**config.mk**
```make
export PLATFORM = sky130hd
export DESIGN_NAME = cpu_ctrl
export DESIGN_NICKNAME = d
export VERILOG_FILES = /design/src/rtl/cpu_pkg.sv /design/src/rtl/cpu_ctrl_decode.sv /design/src/rtl/cpu_ctrl.sv
export SDC_FILE = /design/constraint.sdc
export NUM_CORES = 1
export LEC_CHECK = 0
export CORE_AREA = 2 2 39 41
export CTS_CLUSTER_SIZE = 20
export DETAILED_ROUTE_END_ITERATION = 10
export DIE_AREA = 0 0 41 43
export PLACE_DENSITY = 0.74
export SLEW_MARGIN = 30
export SYNTH_ARGS = -nofsm -noshare
export SYNTH_HDL_FRONTEND = slang
export SYNTH_HIERARCHICAL = 1
export SYNTH_SLANG_ARGS = --single-unit
```
**constraint.sdc**
```tcl
create_clock -name clk -period 3.9 [get_ports clk]
set_input_delay 0.585 -clock clk [delete_from_list [all_inputs] [get_ports clk]]
set_output_delay 0.585 -clock clk [all_outputs]
set_load 0.02 [all_outputs]
```
**src/rtl/cpu_pkg.sv**
```systemverilog
// Shared encodings for the 8-bit accumulator CPU: opcodes, sequencer phases and widths.
package cpu_pkg;

  localparam int unsigned OPCODE_W = 3;
  localparam int unsigned PHASE_W  = 3;

  localparam logic [OPCODE_W-1:0] HLT = 3'd0;
  localparam logic [OPCODE_W-1:0] SKZ = 3'd1;
  localparam logic [OPCODE_W-1:0] ADD = 3'd2;
  localparam logic [OPCODE_W-1:0] AND = 3'd3;
  localparam logic [OPCODE_W-1:0] XOR = 3'd4;
  localparam logic [OPCODE_W-1:0] LDA = 3'd5;
  localparam logic [OPCODE_W-1:0] STO = 3'd6;
  localparam logic [OPCODE_W-1:0] JMP = 3'd7;

  // ALU-side names for the same encodings
  localparam logic [OPCODE_W-1:0] PASS0 = HLT;
  localparam logic [OPCODE_W-1:0] PASS1 = SKZ;
  localparam logic [OPCODE_W-1:0] PASS2 = ADD;
  localparam logic [OPCODE_W-1:0] PASS3 = AND;
  localparam logic [OPCODE_W-1:0] PASS4 = XOR;
  localparam logic [OPCODE_W-1:0] PASS5 = LDA;
  localparam logic [OPCODE_W-1:0] PASS6 = STO;
  localparam logic [OPCODE_W-1:0] PASS7 = JMP;

  localparam logic [PHASE_W-1:0] INST_ADDR  = 3'd0;
  localparam logic [PHASE_W-1:0] INST_FETCH = 3'd1;
  localparam logic [PHASE_W-1:0] INST_LOAD  = 3'd2;
  localparam logic [PHASE_W-1:0] IDLE       = 3'd3;
  localparam logic [PHASE_W-1:0] OP_ADDR    = 3'd4;
  localparam logic [PHASE_W-1:0] OP_FETCH   = 3'd5;
  localparam logic [PHASE_W-1:0] ALU_OP     = 3'd6;
  localparam logic [PHASE_W-1:0] STORE      = 3'd7;

endpackage

```
**src/rtl/cpu_ctrl_decode.sv**
```systemverilog
// Combinational phase/opcode/zero -> datapath strobe decoder (halt_q overrides live in cpu_ctrl).
module cpu_ctrl_decode
  import cpu_pkg::*;
(
  input  logic [PHASE_W-1:0]  phase,
  input  logic [OPCODE_W-1:0] opcode,
  input  logic                zero,
  output logic                sel,
  output logic                rd,
  output logic                ld_ir,
  output logic                inc_pc,
  output logic                halt,
  output logic                ld_pc,
  output logic                data_e,
  output logic                ld_ac,
  output logic                wr
);

  logic aluop;

  assign aluop = (opcode == ADD) || (opcode == AND) || (opcode == XOR) || (opcode == LDA);

  always_comb begin
    sel    = 1'b0;
    rd     = 1'b0;
    ld_ir  = 1'b0;
    inc_pc = 1'b0;
    halt   = 1'b0;
    ld_pc  = 1'b0;
    data_e = 1'b0;
    ld_ac  = 1'b0;
    wr     = 1'b0;
    unique case (phase)
      INST_ADDR: sel = 1'b1;
      INST_FETCH: begin
        sel = 1'b1;
        rd  = 1'b1;
      end
      INST_LOAD, IDLE: begin
        sel   = 1'b1;
        rd    = 1'b1;
        ld_ir = 1'b1;
      end
      OP_ADDR: begin
        inc_pc = (opcode != HLT);
        halt   = (opcode == HLT);
      end
      OP_FETCH: rd = aluop;
      // zero only matters here, for the SKZ skip
      ALU_OP: begin
        rd     = aluop;
        inc_pc = (opcode == SKZ) && zero;
        ld_pc  = (opcode == JMP);
        data_e = (opcode == STO);
      end
      STORE: begin
        rd     = aluop;
        ld_ac  = aluop;
        inc_pc = (opcode == JMP);
        ld_pc  = (opcode == JMP);
        wr     = (opcode == STO);
        data_e = (opcode == STO);
      end
      default: ;
    endcase
  end

endmodule

```
**src/rtl/cpu_ctrl.sv**
```systemverilog
// Instruction sequencer: 8-phase counter with sticky halt; strobes decoded combinationally.
// Optional CTRL_RESUME_EN adds a resume input that releases halt and skips the HLT word.
module cpu_ctrl
  import cpu_pkg::*;
(
  input  logic                clk,
  input  logic                rst,
`ifdef CTRL_RESUME_EN
  input  logic                resume,
`endif
  input  logic [OPCODE_W-1:0] opcode,
  input  logic                zero,
  output logic                sel,
  output logic                rd,
  output logic                ld_ir,
  output logic                inc_pc,
  output logic                halt,
  output logic                ld_pc,
  output logic                data_e,
  output logic                ld_ac,
  output logic                wr,
  output logic [PHASE_W-1:0]  phase
);

  logic [PHASE_W-1:0] phase_q, phase_d;
  logic               halt_q, halt_d;
  logic               resume_hit;
  logic d_sel, d_rd, d_ld_ir, d_inc_pc, d_halt, d_ld_pc, d_data_e, d_ld_ac, d_wr;

`ifdef CTRL_RESUME_EN
  assign resume_hit = halt_q && resume;
`else
  assign resume_hit = 1'b0;
`endif

  cpu_ctrl_decode u_decode (
    .phase  (phase_q),
    .opcode (opcode),
    .zero   (zero),
    .sel    (d_sel),
    .rd     (d_rd),
    .ld_ir  (d_ld_ir),
    .inc_pc (d_inc_pc),
    .halt   (d_halt),
    .ld_pc  (d_ld_pc),
    .data_e (d_data_e),
    .ld_ac  (d_ld_ac),
    .wr     (d_wr)
  );

  always_ff @(posedge clk) begin
    if (rst) begin
      phase_q <= INST_ADDR;
      halt_q  <= 1'b0;
    end else begin
      phase_q <= phase_d;
      halt_q  <= halt_d;
    end
  end

  // Next phase and halt overrides on the decoded strobes
  always_comb begin
    phase_d = phase_q + PHASE_W'(1);
    halt_d  = halt_q;
    sel     = d_sel;
    rd      = d_rd;
    ld_ir   = d_ld_ir;
    inc_pc  = d_inc_pc;
    halt    = d_halt;
    ld_pc   = d_ld_pc;
    data_e  = d_data_e;
    ld_ac   = d_ld_ac;
    wr      = d_wr;
    if (halt_q) begin
      phase_d = phase_q;
      sel     = 1'b0;
      rd      = 1'b0;
      ld_ir   = 1'b0;
      inc_pc  = 1'b0;
      halt    = 1'b1;
      ld_pc   = 1'b0;
      data_e  = 1'b0;
      ld_ac   = 1'b0;
      wr      = 1'b0;
      if (resume_hit) begin
        halt    = 1'b0;
        inc_pc  = 1'b1;
        halt_d  = 1'b0;
        phase_d = OP_FETCH;
      end
    end else if ((phase_q == OP_ADDR) && (opcode == HLT)) begin
      phase_d = phase_q;
      halt_d  = 1'b1;
    end
  end

  assign phase = phase_q;

endmodule

```
==> summary.md, run 1 <==
| Metric | Value |
|---|---|
| Run status | `finished clean` |
| Share of cells above drive strength 1 | `9.33%` |
| Footprint of the multi-input gates | `335 sq um` |
| Maximum fanout along the worst path | `9` |
| Largest area contributor in the netlist | `dfxtp_1` |
| Number of distinct library cells after synthesis | `32` |
| Launching element type of the critical path | `input port` |
| Worst-case clock skew | `0.00162 ns` |
| Number of setup violations in the final report | `0` |
| Max-Cap Viols | `0` |
| Actual slew at the worst max-slew pin | `0.456 ns` |
| Number of sinks handled by clock tree synthesis | `4` |
| R2r setup slk | `2.34 ns` |
| Fmax | `333 MHz` |
| Area Overhead vs Synth | `46.0%` |
| Slew Viols, Final | `0` |
| Post-Route WL | `1.03 mm` |
| Buffers from clock root to sink, at most | `2` |
| Area share of the largest cell type after synthesis | `18.1%` |
| Number of synthesized flops with an enable pin | `0` |
| CTS Buf Count | `3` |
| H-tree depth | `1` |
| Detail-routed net length per standard cell | `11.3 um` |
| Post-Syn Area per Cell | `7.77 sq um` |
| Placed cell count | `88` |
| Clock-pin slew reported for the worst setup and hold paths after clock tree synthesis | `0.04 ns` |
| Number of global-route vias before repair | `395` |
| Portion of the clock cycle consumed by the worst path in the final layout | `77.0%` |
| Start point of the critical path | `opcode[0]` |
| Mapped Area | `443 sq um` |
| Count of input and output buffers | `17` |
| Global-route usage over all layers | `13.9%` |
| CP endpoint kind | `output pin` |
| Vias/cell | `5.08` |
| Largest vdd supply drop | `171 uV` |
| Aggregate negative setup slack | `0 ns` |
| Number of detailed-route iterations in the first pass | `4` |
| Total inserted antenna cells | `0` |
| Violation count after the first detailed-routing iteration | `9` |
| Count of warnings emitted by yosys | `6` |
| Later-pin clock latency in the skew report | `0.23 ns` |
| Most frequent cell after synthesis | `nor2_1` |
| Ports | `18` |
| Largest net degree at the start of global routing | `16` |
| Wire length of the first global-routing pass | `1.73 mm` |
| Syn_nets | `65` |
| Num rows | `14` |
| Die H | `43 um` |
| Most frequent cells after synthesis | `nor2_1 (6), and2b_1 (5), inv_1 (5), nor2b_1 (5), dfxtp_1 (4)` |
| Final antenna-violating net count | `0` |
| Die area | `1760 sq um` |
| Post-synthesis sequential element count | `4` |
| Critical path data required time | `3.31 ns` |
| Critical Path, Cell by Cell | `clkdlybuf4s50_1 -> nand2_1 -> o32ai_1 -> a32o_2 -> nor2b_1 -> clkdlybuf4s50_1` |
| RSZ-0062 raised after global routing | `no` |
| Detail Placement HPWL | `749 um` |
| Number of fillers in the final layout | `156` |
| Final Non-Filler Cells | `91` |
| Post-CTS Hold Buffers | `0` |
| Time the worst path needs with I/O delays and setup | `3.00 ns` |
| Origin of the critical flop-to-flop path | `phase[0]$_SDFFE_PP0P_` |
| Number of hold-slack violations in the final timing report | `0` |
| Die width | `41 um` |
| Critical Setup Path Class | `in2out` |
| Headroom to the max-slew limit | `69.6%` |
| Overall via count from detail_route | `462` |
| Cell area power density | `472 nW/um^2` |
| Flip-flop and latch area | `80.1 sq um` |
| Dominant cell type by count on the critical path | `clkdlybuf4s50_1` |
| Clock tree from TritonCTS | `built` |
| Initial antenna violation count | `0` |
| Number of standard cells after synthesis | `57` |
| Net count of the finished layout | `85` |
| Number of gates given a new drive strength after cts | `0` |
| Ys async rst share | `0%` |
| Cell leakage power | `0.294 nW` |
| Final GP Congestion | `0.809` |
| Count of buffers added by post-CTS timing repair for setup | `0` |
| Starting density of the core | `32.0%` |
| Largest stage delay, worst path | `0.64 ns` |
| Sequential share of the synthesized area | `18.1%` |
| Clock Tree Root | `clkbuf_4` |
| Cell with the biggest individual delay on the critical path | `clkdlybuf4s50_1` |
| GR Overflow Total | `0` |
| Leading register cell type out of synthesis | `dfxtp_1` |
| Startpoint of the worst hold path | `phase[2]$_SDFFE_PP0P_` |
| Worst endpoint data arrival time | `2.42 ns` |
| Path category of the worst min-delay check | `reg2reg` |
| DRC | `0` |
| Total core area | `1380 sq um` |
| Largest cells by area after synthesis | `dfxtp_1 (18%), and2b_1 (8.5%), nor2b_1 (7.1%), ha_1 (5.6%), nor2_1 (5.1%)` |
==> power breakdown <==
group          total, mW  leakage, nW  switching (mW)  internal [mW]
Clock             0.0501       0.0138          0.0157         0.0343
Sequential        0.0809       0.0331          0.0291         0.0518
Combinational      0.174        0.247          0.0819         0.0922
Total              0.305        0.294           0.127          0.178
==> flip-flops by register name (all words and copies together) (netlist names) <==
signal / cells
phase: 3
halt_q: 1
==> per-layer routing <==
metal	part of all wire (%)	vias up	GRT usage [%]
met2	46	14	21.3
met4	0	0	4.00
met3	5.9	0	3.66
li1	-	241	-
met1	48	207	18.3
met5	0	-	0
==> critical path: cells and delay by family <==
kind	cells	cell delay, ns
AO/OA/AOI/OAI	2	0.38
AND/OR/NAND/NOR	2	0.20
buffers and inverters	2	1.25
==> stage by stage <==
| stage | setup WS (ns) | cell area, sq um | hold WS, ns | power, mW | util (%) |
|---|---|---|---|---|---|
| 6_report | 0.898 | 647 | 0.626 | 0.305 | 46.7 |
| 5_1_grt | 0.724 | 647 | 0.679 | 0.333 | 46.7 |
| 4_1_cts | 0.900 | 647 | 0.614 | 0.308 | 46.7 |
| 3_5_place_dp | 0.904 | 624 | 0.610 | 0.256 | 45.1 |
| 3_3_place_gp | 0.917 | 624 | 0.611 | 0.253 | 45.1 |
| 2_1_floorplan | 2.01 | 443 | 0.505 | 0.181 | - |
==> cell type report <==
class	count	area share, %
multi-input cells	46	51.8
repair buffers	17	26.3
inverters	5	2.90
clock buffers	3	3.48
flip-flops and latches	4	12.4
well taps	16	3.09
==> path summary, 6_finish.rpt <==
path | endpoint | cells past startpoint
hold / removal | phase[2]$_SDFFE_PP0P_ | 1
hold reg to reg | phase[2]$_SDFFE_PP0P_ | 1
setup / recovery | inc_pc | 6
setup reg to reg | phase[1]$_SDFFE_PP0P_ | 4
==> cell families after synthesis <==
group	after synthesis	synth area share, %
flops	4	18.1
mux	2	4.52
simple gates	32	48.6
xor+xnor	1	1.98
fa+ha+maj	2	5.65
compound gates	9	15.0
buf+inv	7	6.21
==> cell usage in the layout, fill, tap and decap left out, types with 2 or more instances in the layout <==
cell type        Yosys  routed
ha_1                 2       2
nor2b_1              5       5
mux2i_1              2       2
a21oi_1              2       2
inv_1                5       5
dfxtp_1              4       4
nor2_1               6       6
clkdlybuf4s50_1      0      17
clkbuf_4             0       3
nand4_1              2       2
and2b_1              5       5
nor4b_1              2       2
No activity file was read; power rests on OpenSTA's default activity.
==> inputs of run 2 (changes only) <==
==> constraint.sdc (replaced) <==
create_clock -name clk -period 3 [get_ports clk]
set_input_delay 0.45 -clock clk [delete_from_list [all_inputs] [get_ports clk]]
set_output_delay 0.45 -clock clk [all_outputs]
set_load 0.02 [all_outputs]
==> results of run 2 <==
The final DEF is identical to that of run 1. Status: finished clean.
Among the figures that moved: setup slack after placement 0.904 ns -> 0.274 ns; setup slack after layout 0.898 ns -> 0.268 ns; register-to-register setup slack 2.34 ns -> 1.44 ns; total power 0.305 mW -> 0.397 mW; worst IR drop on VDD 171 uV -> 222 uV
==> inputs of run 3 (changes only) <==
--- a/config.mk
+++ b/config.mk
@@ -10,7 +10,7 @@
 export DETAILED_ROUTE_END_ITERATION = 10
 export DIE_AREA = 0 0 41 43
 export PLACE_DENSITY = 0.74
-export SLEW_MARGIN = 30
+export RECOVER_POWER = 25
 export SYNTH_ARGS = -nofsm -noshare
 export SYNTH_HDL_FRONTEND = slang
 export SYNTH_HIERARCHICAL = 1
==> run 3 against run 2 <==
Against the previous run:
- sequential share of layout area is 0.24 points higher
- wire length is 2.3% lower
- worst setup slack better by 0.0036 ns
- largest power group unchanged
- largest cell class unchanged
- via count is 0.43% higher
- maximum frequency is 0.13% higher
==> summary.md, run 3 (synthesized netlist as in run 1, its figures left out) <==
| Metric | Value |
|---|---|
| Critical Setup Path Class | `in2out` |
| Buffers plus inverters on the worst setup path | `2 (unchanged)` |
| Worst R2R Path Depth | `4 (unchanged)` |
| Number of fillers in the final layout | `157 (+0.64%)` |
| Count of input and output buffers | `17 (unchanged)` |
| Most used cells in the layout excluding fill and tap cells | `clkdlybuf4s50_1 (16), nor2_1 (6), inv_1 (5), and2b_1 (5), nor2b_1 (5)` |
| RSZ-0062 raised after global routing | `no` |
| Max-Cap Viols | `0 (unchanged)` |
| CP endpoint kind | `output pin` |
| Count of buffers added by post-CTS timing repair for setup | `0 (unchanged)` |
| Starting density of the core | `32.0% (unchanged)` |
| Global-route usage over all layers | `13.9% (unchanged)` |
| Cell leakage power | `0.272 nW (-7.6%)` |
| Clock-pin slew reported for the worst setup and hold paths after clock tree synthesis | `0.04 ns (about the same)` |
| Number of sinks handled by clock tree synthesis | `4 (unchanged)` |
| Final GP Congestion | `0.809 (unchanged)` |
| Number of cells on the worst hold path | `1 (unchanged)` |
| Detail-routed net length per standard cell | `11.0 um (-2.3%)` |
| Overall via count from detail_route | `464 (+0.43%)` |
| Total core area | `1380 sq um (unchanged)` |
| Actual slew at the worst max-slew pin | `0.455 ns (-0.00111 ns)` |
| Initial antenna violation count | `0 (unchanged)` |
| Number of hold-slack violations in the final timing report | `0 (unchanged)` |
| Final antenna-violating net count | `0 (unchanged)` |
| H-tree depth | `1 (unchanged)` |
| Later-pin clock latency in the skew report | `0.23 ns (about the same)` |
| Reg2reg end | `phase[1]$_SDFFE_PP0P_` |
| Number of setup violations in the final report | `0 (unchanged)` |
| Dominant cell type by count on the critical path | `clkdlybuf4s50_1` |
| Wire length of the first global-routing pass | `1.73 mm (unchanged)` |
| Area Overhead vs Synth | `43.2%` |
| Share of the core filled with cells | `45.8% (-0.90 points)` |
| Number of detailed-route iterations in the first pass | `4 (unchanged)` |
| Worst-case setup slack after placement | `0.274 ns` |
| Detail Placement HPWL | `749 um (unchanged)` |
| Vias/cell | `5.10 (+0.43%)` |
| Worst-case clock skew | `0.00258 ns (+0.000955 ns)` |
| Fin worst setup slack | `0.272 ns` |
| Die H | `43 um (unchanged)` |
| R2r setup slk | `1.43 ns` |
| Total cell area at the placement stage | `624 sq um (unchanged)` |
| DRC | `0 (unchanged)` |
| Net count of the finished layout | `85 (unchanged)` |
| Die width | `41 um (unchanged)` |
| Number of gates given a new drive strength after cts | `0 (unchanged)` |
| Largest stage delay, worst path | `0.63 ns (about the same)` |
| Violation count after the first detailed-routing iteration | `9 (unchanged)` |
| Cell with the biggest individual delay on the critical path | `clkdlybuf4s50_1` |
| Ports | `18 (unchanged)` |
| Headroom to the max-slew limit | `69.7% (+0.074 points)` |
| Launching element type of the critical path | `input port` |
| Slew Viols, Final | `0 (unchanged)` |
| Maximum fanout along the worst path | `9 (unchanged)` |
| Time the worst path needs with I/O delays and setup | `2.73 ns` |
| Critical path data required time | `2.55 ns` |
| Final design instance area without fill | `634 sq um (-1.9%)` |
| Share of cells above drive strength 1 | `8.00% (-1.3 points)` |
| CTS Buf Count | `3 (unchanged)` |
| Cell area power density | `608 nW/um^2` |
| Largest vdd supply drop | `220 uV` |
| Die area | `1760 sq um (unchanged)` |
| Portion of the clock cycle consumed by the worst path in the final layout | `90.9%` |
| Worst path top cell family by delay | `buffers and inverters` |
| Capture endpoint of the worst hold path | `phase[2]$_SDFFE_PP0P_` |
| Post-Route WL | `1.00 mm (-2.3%)` |
| Flip-flop count of the largest register after layout | `3 (unchanged)` |
| Largest net degree at the start of global routing | `16 (unchanged)` |
| Clock Tree Root | `clkbuf_4` |
| Clock tree from TritonCTS | `built` |
| Fmax | `367 MHz` |
| Total inserted antenna cells | `0 (unchanged)` |
| Origin of the critical flop-to-flop path | `phase[0]$_SDFFE_PP0P_` |
| Most common cell after layout, fill and taps aside | `clkdlybuf4s50_1` |
| Path category of the worst min-delay check | `reg2reg` |
| Worst hold margin | `0.594 ns (-0.0322 ns)` |
| Run status | `finished clean` |
| GR Overflow Total | `0 (unchanged)` |
| Worst endpoint data arrival time | `2.28 ns` |
| Num rows | `14 (unchanged)` |
| Critical Path, Cell by Cell | `clkdlybuf4s50_1 -> nand2_1 -> o32ai_1 -> a32o_2 -> nor2b_1 -> clkdlybuf4s50_1` |
| Aggregate negative setup slack | `0 ns (unchanged)` |
| Buffers from clock root to sink, at most | `2 (unchanged)` |
| Post-CTS Hold Buffers | `0 (unchanged)` |
| Number of global-route vias before repair | `395 (unchanged)` |
| Startpoint of the worst hold path | `phase[2]$_SDFFE_PP0P_` |
## run 3: cell types whose count changed in the layout (fill, tap and decap cells not counted)
cell	previous run	this run
nand3b_1	0	1
o311ai_1	1	0
clkdlybuf4s50_1	17	16
nand3b_4	1	0
o311ai_0	1	2
dlygate4sd3_1	0	1
## run 3: worst max path at each step
stage / cells past startpoint / end / slack, ns / from
floorplan: 4 / inc_pc / 1.28 / phase[0]$_SDFFE_PP0P_
detailed placement: 6 / inc_pc / 0.27 / opcode[0]
finish: 6 / inc_pc / 0.27 / opcode[0]
global route: 6 / inc_pc / 0.09 / opcode[0]
CTS: 6 / inc_pc / 0.27 / opcode[0]
global placement: 6 / inc_pc / 0.29 / opcode[0]
## run 3: layout make-up
class | instances | area, sq um | share of cell area (%)
inverter | 5 | 18.8 | 2.96
timing repair buffer | 17 | 170 | 26.8
clock buffer | 3 | 22.5 | 3.55
tap | 16 | 20.0 | 3.16
sequential | 4 | 80.1 | 12.6
multi-input combinational | 46 | 323 | 50.9
## run 3: report_power, final
group | switching (mW) | total [mW] | internal [mW]
logic | 0.102 | 0.218 | 0.116
clock network | 0.0197 | 0.0643 | 0.0446
registers | 0.0360 | 0.103 | 0.0673
## run 3: per-layer routing
| layer | global-route usage, % | wire length (um) | up-vias | part of all wire (%) |
|---|---|---|---|---|
| met3 | 3.66 | 61 | 0 | 6.1 |
| li1 | - | - | 241 | - |
| met2 | 21.3 | 461 | 14 | 46 |
| met1 | 18.3 | 479 | 209 | 48 |
| met5 | 0 | 0 | - | 0 |
| met4 | 4.00 | 0 | 0 | 0 |
## run 3: worst reg2reg max path, cell delays in order (launching register included)
cell	delay (ns)
dfxtp_1	0.52
inv_1	0.11
ha_1	0.30
or4b_1	0.42
o311ai_0	0.10
## run 3: per-stage QoR
| step | total power [mW] | cells |
|---|---|---|
| 2_1_floorplan | 0.235 | 57 |
| 3_3_place_gp | 0.329 | 88 |
| 3_5_place_dp | 0.332 | 88 |
| 4_1_cts | 0.400 | 91 |
| 5_1_grt | 0.423 | 91 |
| 6_report | 0.386 | 91 |
